$ cat config.mk
export PLATFORM = sky130hd
export DESIGN_NAME = rf_writeback_flat
export DESIGN_NICKNAME = d
export VERILOG_FILES = /design/src/rtl/rf_writeback_if.sv /design/src/rtl/rf_writeback.sv /design/src/flat_wrapper.sv
export SDC_FILE = /design/constraint.sdc
export NUM_CORES = 1
export LEC_CHECK = 0
export ABC_AREA = 1
export CORE_MARGIN = 2
export CORE_UTILIZATION = 50
export CTS_CLUSTER_SIZE = 14
export DETAILED_ROUTE_END_ITERATION = 7
export PLACE_DENSITY_LB_ADDON = 0.1
export SETUP_SLACK_MARGIN = 0.3
export SYNTH_ARGS = -nofsm -noshare
export SYNTH_HDL_FRONTEND = slang
export SYNTH_SLANG_ARGS = --single-unit
$ cat constraint.sdc
create_clock -name clk -period 2.8 [get_ports clk]
set_input_delay 0.84 -clock clk [delete_from_list [all_inputs] [get_ports clk]]
set_output_delay 0.84 -clock clk [all_outputs]
set_load 0.05 [all_outputs]
$ cat src/rtl/rf_writeback_if.sv
// Bundle between execute/memory stages, rf_writeback and the register file.
// Ports: ALU result handshake, load return, load issue, RF write port, scoreboard, buffer fill.
interface rf_writeback_if #(
  parameter int FIFO_DEPTH = 2
);
  localparam int CW = $clog2(FIFO_DEPTH) + 1;

  logic          alu_valid;
  logic [3:0]    alu_rd;
  logic [15:0]   alu_data;
  logic          alu_ready;
  logic          mem_valid;
  logic [3:0]    mem_rd;
  logic [15:0]   mem_data;
  logic          ld_issue;
  logic [3:0]    ld_rd;
  logic          wr_en;
  logic [3:0]    wr_addr;
  logic [15:0]   wr_data;
  logic [15:0]   busy;
  logic [CW-1:0] fifo_count;

  modport master (
    output alu_valid, alu_rd, alu_data,
    output mem_valid, mem_rd, mem_data,
    output ld_issue, ld_rd,
    input  alu_ready, wr_en, wr_addr, wr_data,
    input  busy, fifo_count
  );

  modport slave (
    input  alu_valid, alu_rd, alu_data,
    input  mem_valid, mem_rd, mem_data,
    input  ld_issue, ld_rd,
    output alu_ready, wr_en, wr_addr, wr_data,
    output busy, fifo_count
  );
endinterface

$ cat src/rtl/rf_writeback.sv
// Register-file write arbiter: load returns beat buffered ALU results, which beat bypass.
// Ports: clk, rst (sync, active-high), bus (rf_writeback_if.slave).
module rf_writeback #(
  parameter int FIFO_DEPTH = 2
) (
  input logic            clk,
  input logic            rst,
  rf_writeback_if.slave  bus
);
  localparam int AW = $clog2(FIFO_DEPTH);
  localparam int CW = AW + 1;

  typedef struct packed {
    logic [3:0]  rd;
    logic [15:0] data;
  } ent_t;

  ent_t          fifo [FIFO_DEPTH];
  logic [AW-1:0] rd_ptr;
  logic [AW-1:0] wr_ptr;
  logic [CW-1:0] count;

  logic          wr_en_q;
  logic [3:0]    wr_addr_q;
  logic [15:0]   wr_data_q;
  logic [15:0]   busy_q;

  logic          ready;
  logic          acc;
  logic          fifo_ne;
  logic          sel_mem;
  logic          sel_fifo;
  logic          sel_byp;
  logic          pop;
  logic          push;
  logic          win;
  logic [3:0]    win_rd;
  logic [15:0]   win_data;
  logic [15:0]   clr;
  logic [15:0]   set;
  logic [15:0]   busy_nxt;
  ent_t          head;

  assign ready   = (count < CW'(FIFO_DEPTH));
  assign acc     = bus.alu_valid && ready;
  assign fifo_ne = (count != '0);
  assign head    = fifo[rd_ptr];

  // one-hot select so the decoder below stays unique
  assign sel_mem  = bus.mem_valid;
  assign sel_fifo = !bus.mem_valid && fifo_ne;
  assign sel_byp  = !bus.mem_valid && !fifo_ne && acc;

  // an accepted result that did not win must queue behind older ones
  assign push = acc && !sel_byp;
  assign pop  = sel_fifo;

  always_comb begin
    win      = 1'b1;
    win_rd   = bus.mem_rd;
    win_data = bus.mem_data;
    unique case (1'b1)
      sel_mem: begin
        win_rd   = bus.mem_rd;
        win_data = bus.mem_data;
      end
      sel_fifo: begin
        win_rd   = head.rd;
        win_data = head.data;
      end
      sel_byp: begin
        win_rd   = bus.alu_rd;
        win_data = bus.alu_data;
      end
      default: win = 1'b0;
    endcase
  end

  // set applied after clear: a same-index issue keeps the bit
  assign clr = bus.mem_valid ? (16'h0001 << bus.mem_rd) : 16'h0000;
  assign set = bus.ld_issue ? (16'h0001 << bus.ld_rd) : 16'h0000;
  assign busy_nxt = (busy_q & ~clr) | set;

  always_ff @(posedge clk) begin
    if (push) begin
      fifo[wr_ptr] <= '{rd: bus.alu_rd, data: bus.alu_data};
    end
  end

  always_ff @(posedge clk) begin
    if (rst) begin
      rd_ptr    <= '0;
      wr_ptr    <= '0;
      count     <= '0;
      wr_en_q   <= 1'b0;
      wr_addr_q <= '0;
      wr_data_q <= '0;
      busy_q    <= '0;
    end else begin
      if (push) begin
        wr_ptr <= wr_ptr + AW'(1);
      end
      if (pop) begin
        rd_ptr <= rd_ptr + AW'(1);
      end
      if (push && !pop) begin
        count <= count + CW'(1);
      end else if (pop && !push) begin
        count <= count - CW'(1);
      end
      wr_en_q <= win;
      if (win) begin
        wr_addr_q <= win_rd;
        wr_data_q <= win_data;
      end
      busy_q <= busy_nxt;
    end
  end

  assign bus.alu_ready  = ready;
  assign bus.wr_en      = wr_en_q;
  assign bus.wr_addr    = wr_addr_q;
  assign bus.wr_data    = wr_data_q;
  assign bus.busy       = busy_q;
  assign bus.fifo_count = count;
endmodule

$ cat src/flat_wrapper.sv
// flat-port wrapper written by rule: the top's interface ports become plain ports
module rf_writeback_flat 
#(
  parameter int FIFO_DEPTH = 2
)
  (clk, rst, bus_alu_valid, bus_alu_rd, bus_alu_data, bus_mem_valid, bus_mem_rd, bus_mem_data, bus_ld_issue, bus_ld_rd, bus_alu_ready, bus_wr_en, bus_wr_addr, bus_wr_data, bus_busy, bus_fifo_count);
  rf_writeback_if #(.FIFO_DEPTH(FIFO_DEPTH)) bus_i ();
  input logic clk;
  input logic rst;
  input wire logic [$bits(bus_i.alu_valid)-1:0] bus_alu_valid;
  input wire logic [$bits(bus_i.alu_rd)-1:0] bus_alu_rd;
  input wire logic [$bits(bus_i.alu_data)-1:0] bus_alu_data;
  input wire logic [$bits(bus_i.mem_valid)-1:0] bus_mem_valid;
  input wire logic [$bits(bus_i.mem_rd)-1:0] bus_mem_rd;
  input wire logic [$bits(bus_i.mem_data)-1:0] bus_mem_data;
  input wire logic [$bits(bus_i.ld_issue)-1:0] bus_ld_issue;
  input wire logic [$bits(bus_i.ld_rd)-1:0] bus_ld_rd;
  output wire logic [$bits(bus_i.alu_ready)-1:0] bus_alu_ready;
  output wire logic [$bits(bus_i.wr_en)-1:0] bus_wr_en;
  output wire logic [$bits(bus_i.wr_addr)-1:0] bus_wr_addr;
  output wire logic [$bits(bus_i.wr_data)-1:0] bus_wr_data;
  output wire logic [$bits(bus_i.busy)-1:0] bus_busy;
  output wire logic [$bits(bus_i.fifo_count)-1:0] bus_fifo_count;
  assign bus_i.alu_valid = bus_alu_valid;
  assign bus_i.alu_rd = bus_alu_rd;
  assign bus_i.alu_data = bus_alu_data;
  assign bus_i.mem_valid = bus_mem_valid;
  assign bus_i.mem_rd = bus_mem_rd;
  assign bus_i.mem_data = bus_mem_data;
  assign bus_i.ld_issue = bus_ld_issue;
  assign bus_i.ld_rd = bus_ld_rd;
  assign bus_alu_ready = bus_i.alu_ready;
  assign bus_wr_en = bus_i.wr_en;
  assign bus_wr_addr = bus_i.wr_addr;
  assign bus_wr_data = bus_i.wr_data;
  assign bus_busy = bus_i.busy;
  assign bus_fifo_count = bus_i.fifo_count;
  rf_writeback #(.FIFO_DEPTH(FIFO_DEPTH)) u_core (.clk(clk), .rst(rst), .bus(bus_i));
endmodule
==> results.txt <==
clock sinks: 82
ys flop type: dfxtp_1
sequential-to-total area share from yosys stat: 55.2%
Post-synth EDFFs: 40
vias in the first global route: 3,212
Worst R2R Path Depth: 10
largest net degree at the start of global routing: 25
DIE HEIGHT: 90.0 um
CTS Hold Bufs: 0
clk_lat worst skew: 0.34 ns
Slew headroom: 53.0%
grt met3 use: 3.60%
Final HPWL DP: 6240 um
Clk pin slew, worst setup/hold paths: 0.08 ns
slowest CP cell: clkdlybuf4s50_1
cells after synthesis: 471
met2 Use GR: 41.0%
delay-heaviest family, CP: buffers and inverters
GR Util met1: 28.4%
IR drop worst, VDD: 369 uV
Avg Vias per Cell: 5.02
Post-Syn Area per Cell: 7.85 um^2
Iteration-0 DRC Markers: 199
register bit total from synthesis: 82
worst hold slack: 0.461 ns
RePlAce Congestion: 0.847
# diodes: 0
hold endpoint: u_core.rd_ptr
CTS root buf: clkbuf_8
share of layout cells above drive strength 1: 5.50%
Yosys warnings: 0
Fin Clk Skew: 0.00457 ns
critical setup path kind: flip-flop to primary output
DRT antenna net count: 0
final critical-path required period: 2.42 ns
initial antenna violation count: 0
CP bufs+invs: 1
setup bufs post-CTS: 0
Achievable Freq: 414 MHz
CTS Buf Count: 9
critical path peak fanout: 3
Core Footprint: 0.00721 mm^2
Global Route Usage Sum: 23.3%
endpoints failing setup: 0
Synth Cell Area: 0.00370 mm^2
TritonCTS clock tree: built
Final #Nets: 609
Routed Wire Length: 9240 um
most instantiated library cell after synthesis: nand2_1
Critical Path AT: 1.58 ns
Synth area leader: edfxtp_1
mean routed wirelength per cell: 13.9 um
H-tree depth: 3
Reg-to-Reg End: u_core.bus.fifo_count[1]
HP Start: u_core.rd_ptr
worst r2r src: u_core.bus.fifo_count[0]
RSZ-0062 raised after global routing: false
Initial Util: 51.3%
# Max-Cap Violations: 0
Layout area overhead: 32.7%
row count: 31
Final Core Density: 68.0%
CP Cell Sequence: clkdlybuf4s50_1
Port Buf Inserts: 88
Die Area: 0.00810 mm^2
TNS Setup: 0 ns
clk buf depth: 2
Slew Limit Fails: 0
hold path depth: 1
r2r setup slk: 0.77 ns
startpoint types: flip-flop
top post-synthesis cells by area: edfxtp_1 32%, dfxtp_1 23%, nand2_1 15%
Ports: 89
Leak: 0.00216 uW
# DRC: 0
power density cells: 790 mW/mm^2
Data required, critical path: 1.96 ns
grt peak-use layer: met2
global-route wire length before repair: 15,200 um
vias: 3,327
async set or reset register ratio after synthesis: 0%
final hold vios: 0
post-synthesis net count: 521
Overflow after GRT: 0
post-synth top area share: 32.5%
Resize count post-CTS: 1
CP max stage delay: 0.83 ns
Worst-Margin Slew: 0.704 ns
drt pass-1 iters: 5
post-synthesis cell type count: 23
die width: 90.0 um
CP Capture Type: primary output
status: completed
Final Cycle Share: 86.3%
Hold Crit Class: flip-flop to flip-flop
Commonest cells post-synth: 146 x nand2_1, 69 x nor2_1, 54 x inv_1
## worst max-delay path by stage
stage                              from                      to  slack (ns)  cells after the start
5_1_grt        u_core.bus.fifo_count[1]       bus_fifo_count[1]        0.33                      1
6_report       u_core.bus.fifo_count[1]       bus_fifo_count[1]        0.38                      1
4_1_cts        u_core.bus.fifo_count[0]       bus_fifo_count[0]        0.30                      1
3_5_place_dp              bus_mem_valid  u_core.bus.wr_data[13]        0.10                      6
3_3_place_gp              bus_mem_valid   u_core.bus.wr_data[1]        0.20                      6
2_1_floorplan  u_core.bus.fifo_count[1]       u_core.fifo[0][0]        0.40                      3
## through the flow
stage / power, uW / setup slack (ns) / cell area [um^2] / instances
floorplan: 2500 / 0.398 / 3700 / 471
global placement: 2920 / 0.202 / 4660 / 647
detailed placement: 2940 / 0.103 / 4660 / 647
CTS: 3880 / 0.302 / 4900 / 663
global route: 4080 / 0.326 / 4910 / 663
finish: 3870 / 0.384 / 4910 / 663
## power by group
part	total [uW]	switching (uW)	internal (uW)	leakage [uW]
sequential	1550	85.3	1460	0.000714
combinational	1370	934	437	0.00132
clock	953	415	538	0.000120
total	3870	1430	2440	0.00216
## cell usage in the layout (no fill, tap or decap), types with 2 or more instances in the layout
cell and count:
o21ai_1 4, nor2_4 2, dfxtp_1 42, edfxtp_1 40
nand3_1 29, a21oi_1 18, inv_1 54, clkbuf_8 11
nor3_1 8, nor2_1 68, o21ai_0 33, nand2_1 146
clkdlybuf4s50_1 86, clkbuf_16 3, buf_4 9
## layer usage
metal	up-vias	part of all wire, %
met1	1527	43
met3	16	6.0
met4	0	2.7
met2	119	49
li1	1665	-
met5	-	0
## area by class of cell
type / count / area [um^2]
Tap cell: 99 / 124
Clock inverter: 1 / 7.51
Timing Repair Buffer: 97 / 950
Sequential cell: 82 / 2040
Multi-Input combinational cell: 314 / 1350
Clock buffer: 15 / 231
Fill cell: 611 / 2310
Inverter: 55 / 206
## cells by family (layout without fill, tap and decap cells)
kind of cell | count (synthesis) | count (layout) | synth area share [%]
flip-flops | 82 | 82 | 55.2
AND/OR/NAND/NOR | 256 | 256 | 27.9
buffers and inverters | 75 | 168 | 8.66
XOR/XNOR | 1 | 1 | 0.237
AO/OA/AOI/OAI | 56 | 56 | 7.68
adder cells (fa/ha/maj) | 1 | 1 | 0.338
## flip-flops by register name (all words and copies together), names as in the netlist, named ones only
| signal | count |
|---|---|
| u_core.bus.wr_addr | 4 |
| u_core.fifo | 40 |
| u_core.bus.fifo_count | 2 |
| u_core.rd_ptr | 1 |
| u_core.bus.busy | 16 |
| u_core.bus.wr_en | 1 |
| u_core.bus.wr_data | 16 |
| u_core.wr_ptr | 1 |
No activity file was read; power rests on OpenSTA's default activity.
